<file path="src/rtl/crtc_pkg.sv">
// rtl/crtc_pkg.sv - Shared register indices and cursor blink modes for the CRTC.
package crtc_pkg;

  localparam logic [3:0] R_HTOTAL   = 4'd0;
  localparam logic [3:0] R_HDISP    = 4'd1;
  localparam logic [3:0] R_HSYNCPOS = 4'd2;
  localparam logic [3:0] R_SYNCW    = 4'd3;
  localparam logic [3:0] R_VTOTAL   = 4'd4;
  localparam logic [3:0] R_VADJ     = 4'd5;
  localparam logic [3:0] R_VDISP    = 4'd6;
  localparam logic [3:0] R_VSYNCPOS = 4'd7;
  localparam logic [3:0] R_MODE     = 4'd8;
  localparam logic [3:0] R_MAXSCAN  = 4'd9;
  localparam logic [3:0] R_CURSTART = 4'd10;
  localparam logic [3:0] R_CUREND   = 4'd11;
  localparam logic [3:0] R_STARTHI  = 4'd12;
  localparam logic [3:0] R_STARTLO  = 4'd13;
  localparam logic [3:0] R_CURHI    = 4'd14;
  localparam logic [3:0] R_CURLO    = 4'd15;

  typedef enum logic [1:0] {
    CUR_STEADY = 2'b00,
    CUR_OFF    = 2'b01,
    CUR_FAST   = 2'b10,
    CUR_SLOW   = 2'b11
  } blink_mode_e;

endpackage

</file>
<file path="src/rtl/crtc_regfile.sv">
// rtl/crtc_regfile.sv - CRTC index latch, R0-R15 storage and the R12-R15 read port.
module crtc_regfile
  import crtc_pkg::*;
#(
  parameter logic [7:0] RST_HTOTAL   = 8'd56,
  parameter logic [7:0] RST_HDISP    = 8'd40,
  parameter logic [7:0] RST_HSYNCPOS = 8'd45,
  parameter logic [7:0] RST_SYNCW    = 8'h0A,
  parameter logic [7:0] RST_VTOTAL   = 8'd31,
  parameter logic [7:0] RST_VADJ     = 8'd6,
  parameter logic [7:0] RST_VDISP    = 8'd25,
  parameter logic [7:0] RST_VSYNCPOS = 8'd28,
  parameter logic [7:0] RST_MAXSCAN  = 8'd7,
  parameter logic [7:0] RST_CSTART   = 8'd6,
  parameter logic [7:0] RST_CEND     = 8'd7
) (
  input  logic             clk,
  input  logic             rst_n,
  input  logic             cs,
  input  logic             a0,
  input  logic             write,
  input  logic             read,
  input  logic [7:0]       bus_d,
  output logic [7:0]       bus_out,
  output logic [15:0][7:0] regs
);

  logic [4:0] index;

  function automatic logic [7:0] rst_val(input logic [3:0] i);
    case (i)
      R_HTOTAL:   return RST_HTOTAL;
      R_HDISP:    return RST_HDISP;
      R_HSYNCPOS: return RST_HSYNCPOS;
      R_SYNCW:    return RST_SYNCW;
      R_VTOTAL:   return RST_VTOTAL;
      R_VADJ:     return RST_VADJ;
      R_VDISP:    return RST_VDISP;
      R_VSYNCPOS: return RST_VSYNCPOS;
      R_MAXSCAN:  return RST_MAXSCAN;
      R_CURSTART: return {3'b000, RST_CSTART[4:0]};
      R_CUREND:   return RST_CEND;
      default:    return 8'h00;
    endcase
  endfunction

  always_ff @(posedge clk or negedge rst_n) begin
    if (!rst_n) begin
      index <= '0;
      for (int i = 0; i < 16; i++) regs[i] <= rst_val(4'(i));
    end else if (cs && write) begin
      if (!a0)
        index <= bus_d[4:0];
      else if (!index[4])
        regs[index[3:0]] <= bus_d;
    end
  end

  // Only the start-address and cursor registers are readable.
  always_comb begin
    bus_out = 8'h00;
    if (cs && read && a0 && (index[4:2] == 3'b011))
      bus_out = regs[index[3:0]];
  end

endmodule

</file>
<file path="src/rtl/crtc_timing_gen.sv">
// rtl/crtc_timing_gen.sv - MC6845-style CRT timing generator: counters, syncs, addressing, cursor.
module crtc_timing_gen
  import crtc_pkg::*;
#(
  parameter int          MA_W         = 14,
  parameter int          RA_W         = 5,
  parameter int          H_W          = 8,
  parameter int          V_W          = 7,
  parameter logic [7:0]  RST_HTOTAL   = 8'd56,
  parameter logic [7:0]  RST_HDISP    = 8'd40,
  parameter logic [7:0]  RST_HSYNCPOS = 8'd45,
  parameter logic [7:0]  RST_SYNCW    = 8'h0A,
  parameter logic [7:0]  RST_VTOTAL   = 8'd31,
  parameter logic [7:0]  RST_VADJ     = 8'd6,
  parameter logic [7:0]  RST_VDISP    = 8'd25,
  parameter logic [7:0]  RST_VSYNCPOS = 8'd28,
  parameter logic [7:0]  RST_MAXSCAN  = 8'd7,
  parameter logic [7:0]  RST_CSTART   = 8'd6,
  parameter logic [7:0]  RST_CEND     = 8'd7,
  parameter int          BLINK_FAST   = 16,
  parameter int          BLINK_SLOW   = 32
) (
  input  logic            clk,
  input  logic            rst_n,
  input  logic            divclk,
  input  logic            cs,
  input  logic            a0,
  input  logic            write,
  input  logic            read,
  input  logic [7:0]      bus_d,
  output logic [7:0]      bus_out,
  output logic            hsync,
  output logic            vsync,
  output logic            hdisp,
  output logic            vdisp,
  output logic            display_enable,
  output logic            cursor,
  output logic [MA_W-1:0] mem_addr,
  output logic [RA_W-1:0] row_addr,
  output logic            line_reset,
  output logic            frame_start
);

  localparam int BLINK_MAX = (BLINK_SLOW > BLINK_FAST) ? BLINK_SLOW : BLINK_FAST;
  localparam int BC_W      = $clog2(BLINK_MAX + 1);

  logic [15:0][7:0] regs;

  crtc_regfile #(
    .RST_HTOTAL  (RST_HTOTAL),
    .RST_HDISP   (RST_HDISP),
    .RST_HSYNCPOS(RST_HSYNCPOS),
    .RST_SYNCW   (RST_SYNCW),
    .RST_VTOTAL  (RST_VTOTAL),
    .RST_VADJ    (RST_VADJ),
    .RST_VDISP   (RST_VDISP),
    .RST_VSYNCPOS(RST_VSYNCPOS),
    .RST_MAXSCAN (RST_MAXSCAN),
    .RST_CSTART  (RST_CSTART),
    .RST_CEND    (RST_CEND)
  ) u_regfile (
    .clk    (clk),
    .rst_n  (rst_n),
    .cs     (cs),
    .a0     (a0),
    .write  (write),
    .read   (read),
    .bus_d  (bus_d),
    .bus_out(bus_out),
    .regs   (regs)
  );

  logic [H_W-1:0]  hc, hc_n;
  logic [RA_W-1:0] ra, ra_n;
  logic [V_W-1:0]  vc, vc_n;
  logic            adjust, adjust_n;
  logic [MA_W-1:0] line_base, line_base_n;
  logic [4:0]      vs_left;
  logic [BC_W-1:0] blink_cnt;
  logic            blink_phase;
  logic            blink_gate;
  blink_mode_e     blink_mode;

  logic            h_end, row_end, vt_end, adj_end, vadj_zero;
  logic            h_wrap, frame_wrap, enter_adj;
  logic            hs_n, vs_rise;
  logic [31:0]     hs_start, blink_lim;
  logic [4:0]      vs_len;
  logic [RA_W-1:0] maxscan;
  logic            unused_ok;

  assign unused_ok = ^{regs[R_MODE], regs[R_MAXSCAN], regs[R_STARTHI], regs[R_CURSTART], bus_d[7:5]};

  assign maxscan   = regs[R_MAXSCAN][RA_W-1:0];
  assign vadj_zero = (regs[R_VADJ] == 8'd0);

  // >= rather than == so counters recover when a register shrinks below them.
  assign h_end   = 32'(hc) >= 32'(regs[R_HTOTAL]);
  assign row_end = ra >= maxscan;
  assign vt_end  = 32'(vc) >= 32'(regs[R_VTOTAL]);
  assign adj_end = (32'(ra) + 32'd1) >= 32'(regs[R_VADJ]);

  assign h_wrap     = divclk & h_end;
  assign frame_wrap = h_wrap & (adjust ? adj_end : (row_end & vt_end & vadj_zero));
  assign enter_adj  = h_wrap & ~adjust & row_end & vt_end & ~vadj_zero;

  always_comb begin
    hc_n        = hc;
    ra_n        = ra;
    vc_n        = vc;
    adjust_n    = adjust;
    line_base_n = line_base;
    if (divclk)
      hc_n = h_end ? '0 : hc + H_W'(1);
    if (frame_wrap) begin
      ra_n        = '0;
      vc_n        = '0;
      adjust_n    = 1'b0;
      line_base_n = MA_W'({regs[R_STARTHI][5:0], regs[R_STARTLO]});
    end else if (enter_adj) begin
      ra_n     = '0;
      adjust_n = 1'b1;
    end else if (h_wrap) begin
      if (!adjust && row_end) begin
        ra_n        = '0;
        vc_n        = vc + V_W'(1);
        line_base_n = line_base + MA_W'(regs[R_HDISP]);
      end else begin
        ra_n = ra + RA_W'(1);
      end
    end
  end

  // Syncs are registered against the next counter values so they line up with hc/vc.
  assign hs_start = 32'(regs[R_HSYNCPOS]);
  assign hs_n     = (32'(hc_n) >= hs_start) && (32'(hc_n) < hs_start + 32'(regs[R_SYNCW][3:0]));
  assign vs_rise  = h_wrap & ~adjust_n & (32'(vc_n) == 32'(regs[R_VSYNCPOS])) & (ra_n == '0);
  assign vs_len   = (regs[R_SYNCW][7:4] == 4'd0) ? 5'd16 : {1'b0, regs[R_SYNCW][7:4]};

  assign blink_mode = blink_mode_e'(regs[R_CURSTART][6:5]);
  assign blink_lim  = (blink_mode == CUR_SLOW) ? 32'(BLINK_SLOW - 1) : 32'(BLINK_FAST - 1);

  always_ff @(posedge clk or negedge rst_n) begin
    if (!rst_n) begin
      hc          <= '0;
      ra          <= '0;
      vc          <= '0;
      adjust      <= 1'b0;
      line_base   <= '0;
      hsync       <= 1'b0;
      vsync       <= 1'b0;
      vs_left     <= '0;
      blink_cnt   <= '0;
      blink_phase <= 1'b1;
    end else begin
      hc        <= hc_n;
      ra        <= ra_n;
      vc        <= vc_n;
      adjust    <= adjust_n;
      line_base <= line_base_n;
      if (divclk)
        hsync <= hs_n;
      if (vs_rise) begin
        vsync   <= 1'b1;
        vs_left <= vs_len;
      end else if (h_wrap && vsync) begin
        if (vs_left <= 5'd1) begin
          vsync   <= 1'b0;
          vs_left <= '0;
        end else begin
          vs_left <= vs_left - 5'd1;
        end
      end
      if (frame_wrap) begin
        if (32'(blink_cnt) >= blink_lim) begin
          blink_cnt   <= '0;
          blink_phase <= ~blink_phase;
        end else begin
          blink_cnt <= blink_cnt + BC_W'(1);
        end
      end
    end
  end

  always_comb begin
    blink_gate = 1'b1;
    case (blink_mode)
      CUR_STEADY: blink_gate = 1'b1;
      CUR_OFF:    blink_gate = 1'b0;
      CUR_FAST,
      CUR_SLOW:   blink_gate = blink_phase;
      default:    blink_gate = 1'b1;
    endcase
  end

  assign hdisp          = 32'(hc) < 32'(regs[R_HDISP]);
  assign vdisp          = (32'(vc) < 32'(regs[R_VDISP])) & ~adjust;
  assign display_enable = hdisp & vdisp;
  assign mem_addr       = line_base + MA_W'(hc);
  assign row_addr       = ra;
  assign line_reset     = h_wrap;
  assign frame_start    = frame_wrap;

  assign cursor = display_enable
                & (mem_addr == MA_W'({regs[R_CURHI], regs[R_CURLO]}))
                & (32'(regs[R_CURSTART][4:0]) <= 32'(ra))
                & (32'(ra) <= 32'(regs[R_CUREND]))
                & blink_gate;

endmodule

</file>
<file path="config.mk">
export PLATFORM = sky130hd
export DESIGN_NAME = crtc_timing_gen
export DESIGN_NICKNAME = d
export VERILOG_FILES = /design/src/rtl/crtc_pkg.sv /design/src/rtl/crtc_regfile.sv /design/src/rtl/crtc_timing_gen.sv
export SDC_FILE = /design/constraint.sdc
export NUM_CORES = 1
export LEC_CHECK = 0
export CAP_MARGIN = 20
export CORE_MARGIN = 4
export CORE_UTILIZATION = 45
export CTS_CLUSTER_DIAMETER = 100
export DETAILED_ROUTE_END_ITERATION = 12
export DONT_BUFFER_PORTS = 1
export PLACE_DENSITY_LB_ADDON = 0.1
export SYNTH_ARGS = -nofsm -noshare
export SYNTH_HDL_FRONTEND = slang
export SYNTH_SLANG_ARGS = --single-unit
</file>
<file path="constraint.sdc">
create_clock -name clk -period 3.72 [get_ports clk]
set_input_delay 0.744 -clock clk [delete_from_list [all_inputs] [get_ports clk]]
set_output_delay 0.744 -clock clk [all_outputs]
set_load 0.1 [all_outputs]
</file>
==> flow_results.xml <==
<?xml version="1.0" encoding="UTF-8"?>
<metrics>
  <group name="status">
    <metric name="run_status" unit="">complete, but fails checks</metric>
    <metric name="violations" unit="">setup timing</metric>
  </group>
  <group name="route">
    <metric name="first_pass_iters" unit="">4</metric>
    <metric name="routed_wirelength" unit="mm">29.1</metric>
    <metric name="wl_per_cell" unit="um">19.8</metric>
    <metric name="ant_nets" unit="">0</metric>
    <metric name="post_detailed_route_drc_marker_count" unit="">0</metric>
    <metric name="drt_iter0_drc" unit="">488</metric>
    <metric name="route.vias.total" unit="">8008</metric>
    <metric name="vias_per_cell" unit="">5.46</metric>
  </group>
  <group name="synthesis">
    <metric name="syn-instance-count" unit="">1038</metric>
    <metric name="flip_flop_and_latch_count_after_synthesis" unit="">170</metric>
    <metric name="synth-seq-area-share" unit="%">40.6</metric>
    <metric name="synth_largest_area_cell" unit="">sky130_fd_sc_hd__dfrtp_1</metric>
    <metric name="synth_mux_area_share" unit="%">12.4</metric>
    <metric name="post_synth_instance_area" unit="mm2">0.0106</metric>
    <metric name="synth_most_common_cell" unit="">sky130_fd_sc_hd__dfrtp_1</metric>
    <metric name="post_synth_xor_area_fraction" unit="%">4.39</metric>
    <metric name="synth_compound_gate_area_share" unit="%">13.9</metric>
    <metric name="yosysTopAreaCellShare" unit="%">32.4</metric>
    <metric name="synthAdderAreaFrac" unit="%">11.3</metric>
    <metric name="dominant_combinational_cell_family_by_area_after_synthesis" unit="">compound AO/OA/AOI/OAI gates</metric>
    <metric name="synth_async_sr_flop_share" unit="%">100</metric>
    <metric name="yosys_warnings" unit="">0</metric>
    <metric name="yosys.area_share.simple" unit="%">12.9</metric>
    <metric name="synthesis.nets" unit="">1147</metric>
    <metric name="ys.flop_type" unit="">sky130_fd_sc_hd__dfrtp_1</metric>
    <metric name="post_synth_main_area_contributors" unit="">sky130_fd_sc_hd__dfrtp_1, sky130_fd_sc_hd__ha_1, sky130_fd_sc_hd__mux2_2, sky130_fd_sc_hd__dfstp_2, sky130_fd_sc_hd__o21ai_0</metric>
    <metric name="synth-edff-count" unit="">0</metric>
    <metric name="synth.lib_cells_used.distinct" unit="">73</metric>
    <metric name="synth_area_per_cell" unit="um2">10.2</metric>
    <metric name="synth_common_cells" unit="">sky130_fd_sc_hd__dfrtp_1, sky130_fd_sc_hd__mux2_2, sky130_fd_sc_hd__nand2_1</metric>
  </group>
  <group name="sta">
    <metric name="timing.final.hold_violations" unit="">0</metric>
    <metric name="setup_viol_count_final" unit="">2</metric>
    <metric name="timing.final.ws_setup" unit="ns">-0.435</metric>
    <metric name="clock_skew" unit="ns">0.0165</metric>
    <metric name="setup-tns-final" unit="ns">-0.446</metric>
    <metric name="min_period" unit="ns">4.16</metric>
    <metric name="max_slew.worst_pin.slew" unit="ns">0.955</metric>
    <metric name="worst_slew_margin_rel" unit="%">36.4</metric>
    <metric name="rsz0062_at_grt" unit="">true</metric>
    <metric name="fin_crit_sh" unit="%">112</metric>
    <metric name="fmaxAchievable" unit="GHz">0.241</metric>
    <metric name="timing_max_transition_violations_final" unit="">0</metric>
  </group>
  <group name="critical_path">
    <metric name="setup.reg_to_reg.worst_slack" unit="ns">0.12</metric>
    <metric name="worst_setup_path_start_kind" unit="">register</metric>
    <metric name="regToRegEndpoint" unit="">hsync</metric>
    <metric name="cp-end-kind" unit="">output pin</metric>
    <metric name="worstPathCellList" unit="">ha_2 -&gt; fa_2 -&gt; xnor2_2 -&gt; o211ai_1 -&gt; nor4_1 -&gt; o2111ai_1 -&gt; and4b_1 -&gt; nand4_1 -&gt; nor4_2 -&gt; nand4_1 -&gt; nor4_4 -&gt; buf_12</metric>
    <metric name="worstPathRequired" unit="ns">2.98</metric>
    <metric name="timing.critical_path.slowest_cell_delay" unit="ns">0.56</metric>
    <metric name="criticalPathCategory" unit="">register to output pin</metric>
    <metric name="cpMostUsedCell" unit="">sky130_fd_sc_hd__nand4_1</metric>
    <metric name="arrival" unit="ns">3.41</metric>
    <metric name="ff2ff_path_depth" unit="">17</metric>
    <metric name="buf_inv_stages_crit_path" unit="">1</metric>
    <metric name="crit_path_max_fanout" unit="">2</metric>
    <metric name="path_delay_family" unit="">simple AND/OR/NAND/NOR gates</metric>
    <metric name="cpMaxStageDelayCell" unit="">sky130_fd_sc_hd__fa_2</metric>
    <metric name="regToRegStartpoint" unit="">hc[1]</metric>
  </group>
  <group name="floorplan">
    <metric name="fp.dieArea" unit="mm2">0.0260</metric>
    <metric name="die_x" unit="um">161</metric>
    <metric name="initial_core_util" unit="%">46.3</metric>
    <metric name="die_h" unit="um">161</metric>
    <metric name="core" unit="mm2">0.0228</metric>
    <metric name="io_pins" unit="">50</metric>
    <metric name="floorplan.rows" unit="">55</metric>
  </group>
  <group name="power_and_ir_drop">
    <metric name="p_per_area" unit="mW/mm2">683</metric>
    <metric name="power.leakage" unit="nW">6.03</metric>
    <metric name="ir_worst_vdd" unit="V">0.000521</metric>
  </group>
  <group name="placement">
    <metric name="place.detailed.hpwl" unit="mm">20.3</metric>
    <metric name="place_congestion" unit="">0.850</metric>
    <metric name="port-buffer-count" unit="">0</metric>
    <metric name="place_worst_setup_slack" unit="ns">-0.290</metric>
  </group>
  <group name="clock_tree">
    <metric name="clock_sink_count" unit="">170</metric>
    <metric name="tritoncts.num_buffers" unit="">17</metric>
    <metric name="cts_max_path_buffers" unit="">2</metric>
    <metric name="htree_num_levels" unit="">4</metric>
    <metric name="root_buffer" unit="">sky130_fd_sc_hd__clkbuf_16</metric>
    <metric name="clock_latency" unit="ns">0.44</metric>
    <metric name="cts_tree" unit="">yes</metric>
    <metric name="cts.clk_slew.worst_paths" unit="ns">0.07</metric>
  </group>
  <group name="layout">
    <metric name="layout-drive-gt1-share" unit="%">31.1</metric>
    <metric name="antenna_cells" unit="">0</metric>
    <metric name="layout.filler_cells" unit="">2009</metric>
    <metric name="area_growth_from_synthesis_to_final_layout" unit="%">21.7</metric>
    <metric name="nets" unit="">1250</metric>
  </group>
  <group name="global_routing">
    <metric name="globalRouteOverflowTotal" unit="">0</metric>
    <metric name="grtUsageTotal" unit="%">22.9</metric>
    <metric name="grt_pass1_wl" unit="mm">46.4</metric>
    <metric name="grt_start_max_net_pins" unit="">83</metric>
    <metric name="antenna_violations_before_repair" unit="">1</metric>
    <metric name="first_global_vias" unit="">8124</metric>
  </group>
  <group name="hold_path">
    <metric name="hold_path_class" unit="">input port to async pin</metric>
  </group>
  <group name="run">
    <metric name="max-cap-violations" unit="">0</metric>
  </group>
</metrics>
[state kept, by name, summed over array words and instances (netlist names)]
signal           count
u_regfile.regs     116
line_base           14
hc                   8
vc                   7
blink_cnt            6
row_addr             5
u_regfile.index      5
vs_left              5
adjust               1
blink_phase          1
hsync                1
vsync                1
[worst reg2reg max path, stage by stage, from the launching register on]
cell and delay (ns):
sky130_fd_sc_hd__dfrtp_1 0.42, sky130_fd_sc_hd__buf_6 0.14, sky130_fd_sc_hd__buf_4 0.12, sky130_fd_sc_hd__ha_1 0.27, sky130_fd_sc_hd__a2111o_1 0.43, sky130_fd_sc_hd__a32oi_2 0.21
sky130_fd_sc_hd__inv_2 0.08, sky130_fd_sc_hd__or2_4 0.25, sky130_fd_sc_hd__ha_1 0.26, sky130_fd_sc_hd__nand2b_1 0.14, sky130_fd_sc_hd__a21o_1 0.17, sky130_fd_sc_hd__a21o_1 0.16
sky130_fd_sc_hd__a21o_1 0.17, sky130_fd_sc_hd__a21o_1 0.18, sky130_fd_sc_hd__a21oi_2 0.13, sky130_fd_sc_hd__o21ai_2 0.08, sky130_fd_sc_hd__a31oi_1 0.19, sky130_fd_sc_hd__nand3_1 0.08
[stage by stage]
| stage | utilization, % | hold slack (ns) | cell area [um2] | cells | power (mW) |
|---|---|---|---|---|---|
| global placement | 51.9 | 0.458 | 11900 | 1414 | 6.70 |
| CTS | 55.2 | 0.000432 | 12600 | 1454 | 8.68 |
| floorplan | - | 0.448 | 10800 | 1038 | 5.62 |
| detailed placement | 51.9 | 0.457 | 11900 | 1414 | 6.78 |
| finish | 56.3 | 0.0259 | 12900 | 1467 | 8.78 |
| global route | 56.3 | 0.000764 | 12900 | 1467 | 9.37 |
[worst max path at each step]
stage	endpoint	cells past startpoint	start	slack [ns]
2_1_floorplan	cursor	11	hc[0]	-1.05
3_3_place_gp	cursor	12	hc[0]	-0.27
3_5_place_dp	cursor	12	hc[0]	-0.29
4_1_cts	cursor	12	line_base[0]	-0.51
5_1_grt	cursor	12	line_base[0]	-0.60
6_report	cursor	12	line_base[0]	-0.44
[cell families (layout without fill, tap and decap cells)]
kind of cell | Yosys count | after routing
adders and majority gates | 94 | 94
buffers and inverters | 123 | 239
DFF | 170 | 170
AOI/OAI and AO/OA | 221 | 221
and+or+nand+nor | 268 | 268
xor gates and xnor gates | 53 | 53
muxes | 109 | 109
[where the power goes]
| part | total (mW) | leakage, nW | switching (mW) | internal, mW |
|---|---|---|---|---|
| clock | 1.79 | 0.292 | 0.876 | 0.909 |
| combinational | 4.19 | 3.62 | 2.46 | 1.73 |
| sequential | 2.81 | 2.12 | 0.437 | 2.37 |
[cell type report]
cell class	instances	area [um2]	area share (%)
multi-input combinational	745	6180	48.0
sequential	170	4300	33.4
timing repair buffer	123	1070	8.34
clock buffer	17	425	3.31
tap	313	392	3.05
inverter	84	320	2.49
clock inverter	15	171	1.33
[routing by layer]
layer | global-route usage, % | share of wire [%]
met5 | 0 | 0
met4 | 4.81 | 1.4
met3 | 3.96 | 6.1
met2 | 37.2 | 47
met1 | 32.6 | 45
[timing repair]
action,4_1_cts,5_1_grt
endpoints found under the setup margin,10,12
hold buffers,6,1
hold endpoints to repair,58,1
pin swaps,20,15
setup buffers,2,11
gates resized for setup,21,32
cloned,0,1
[layout by cell type (no fill, tap or decap), drive strengths merged, types with 13 or more instances in the layout]
| cell | synthesis | final |
|---|---|---|
| nor2b | 18 | 18 |
| dfstp | 33 | 33 |
| nand2b | 13 | 13 |
| o21ai | 77 | 77 |
| xor2 | 24 | 24 |
| ha | 91 | 91 |
| xnor2 | 29 | 29 |
| buf | 8 | 115 |
| nand2 | 94 | 94 |
| dfrtp | 137 | 137 |
| a21oi | 37 | 37 |
| nand3 | 25 | 25 |
| nor2 | 44 | 44 |
| mux2 | 95 | 95 |
| a21o | 24 | 24 |
| nand4 | 13 | 13 |
| clkbuf | 31 | 19 |
| inv | 84 | 92 |
No activity file was read; power rests on OpenSTA's default activity.
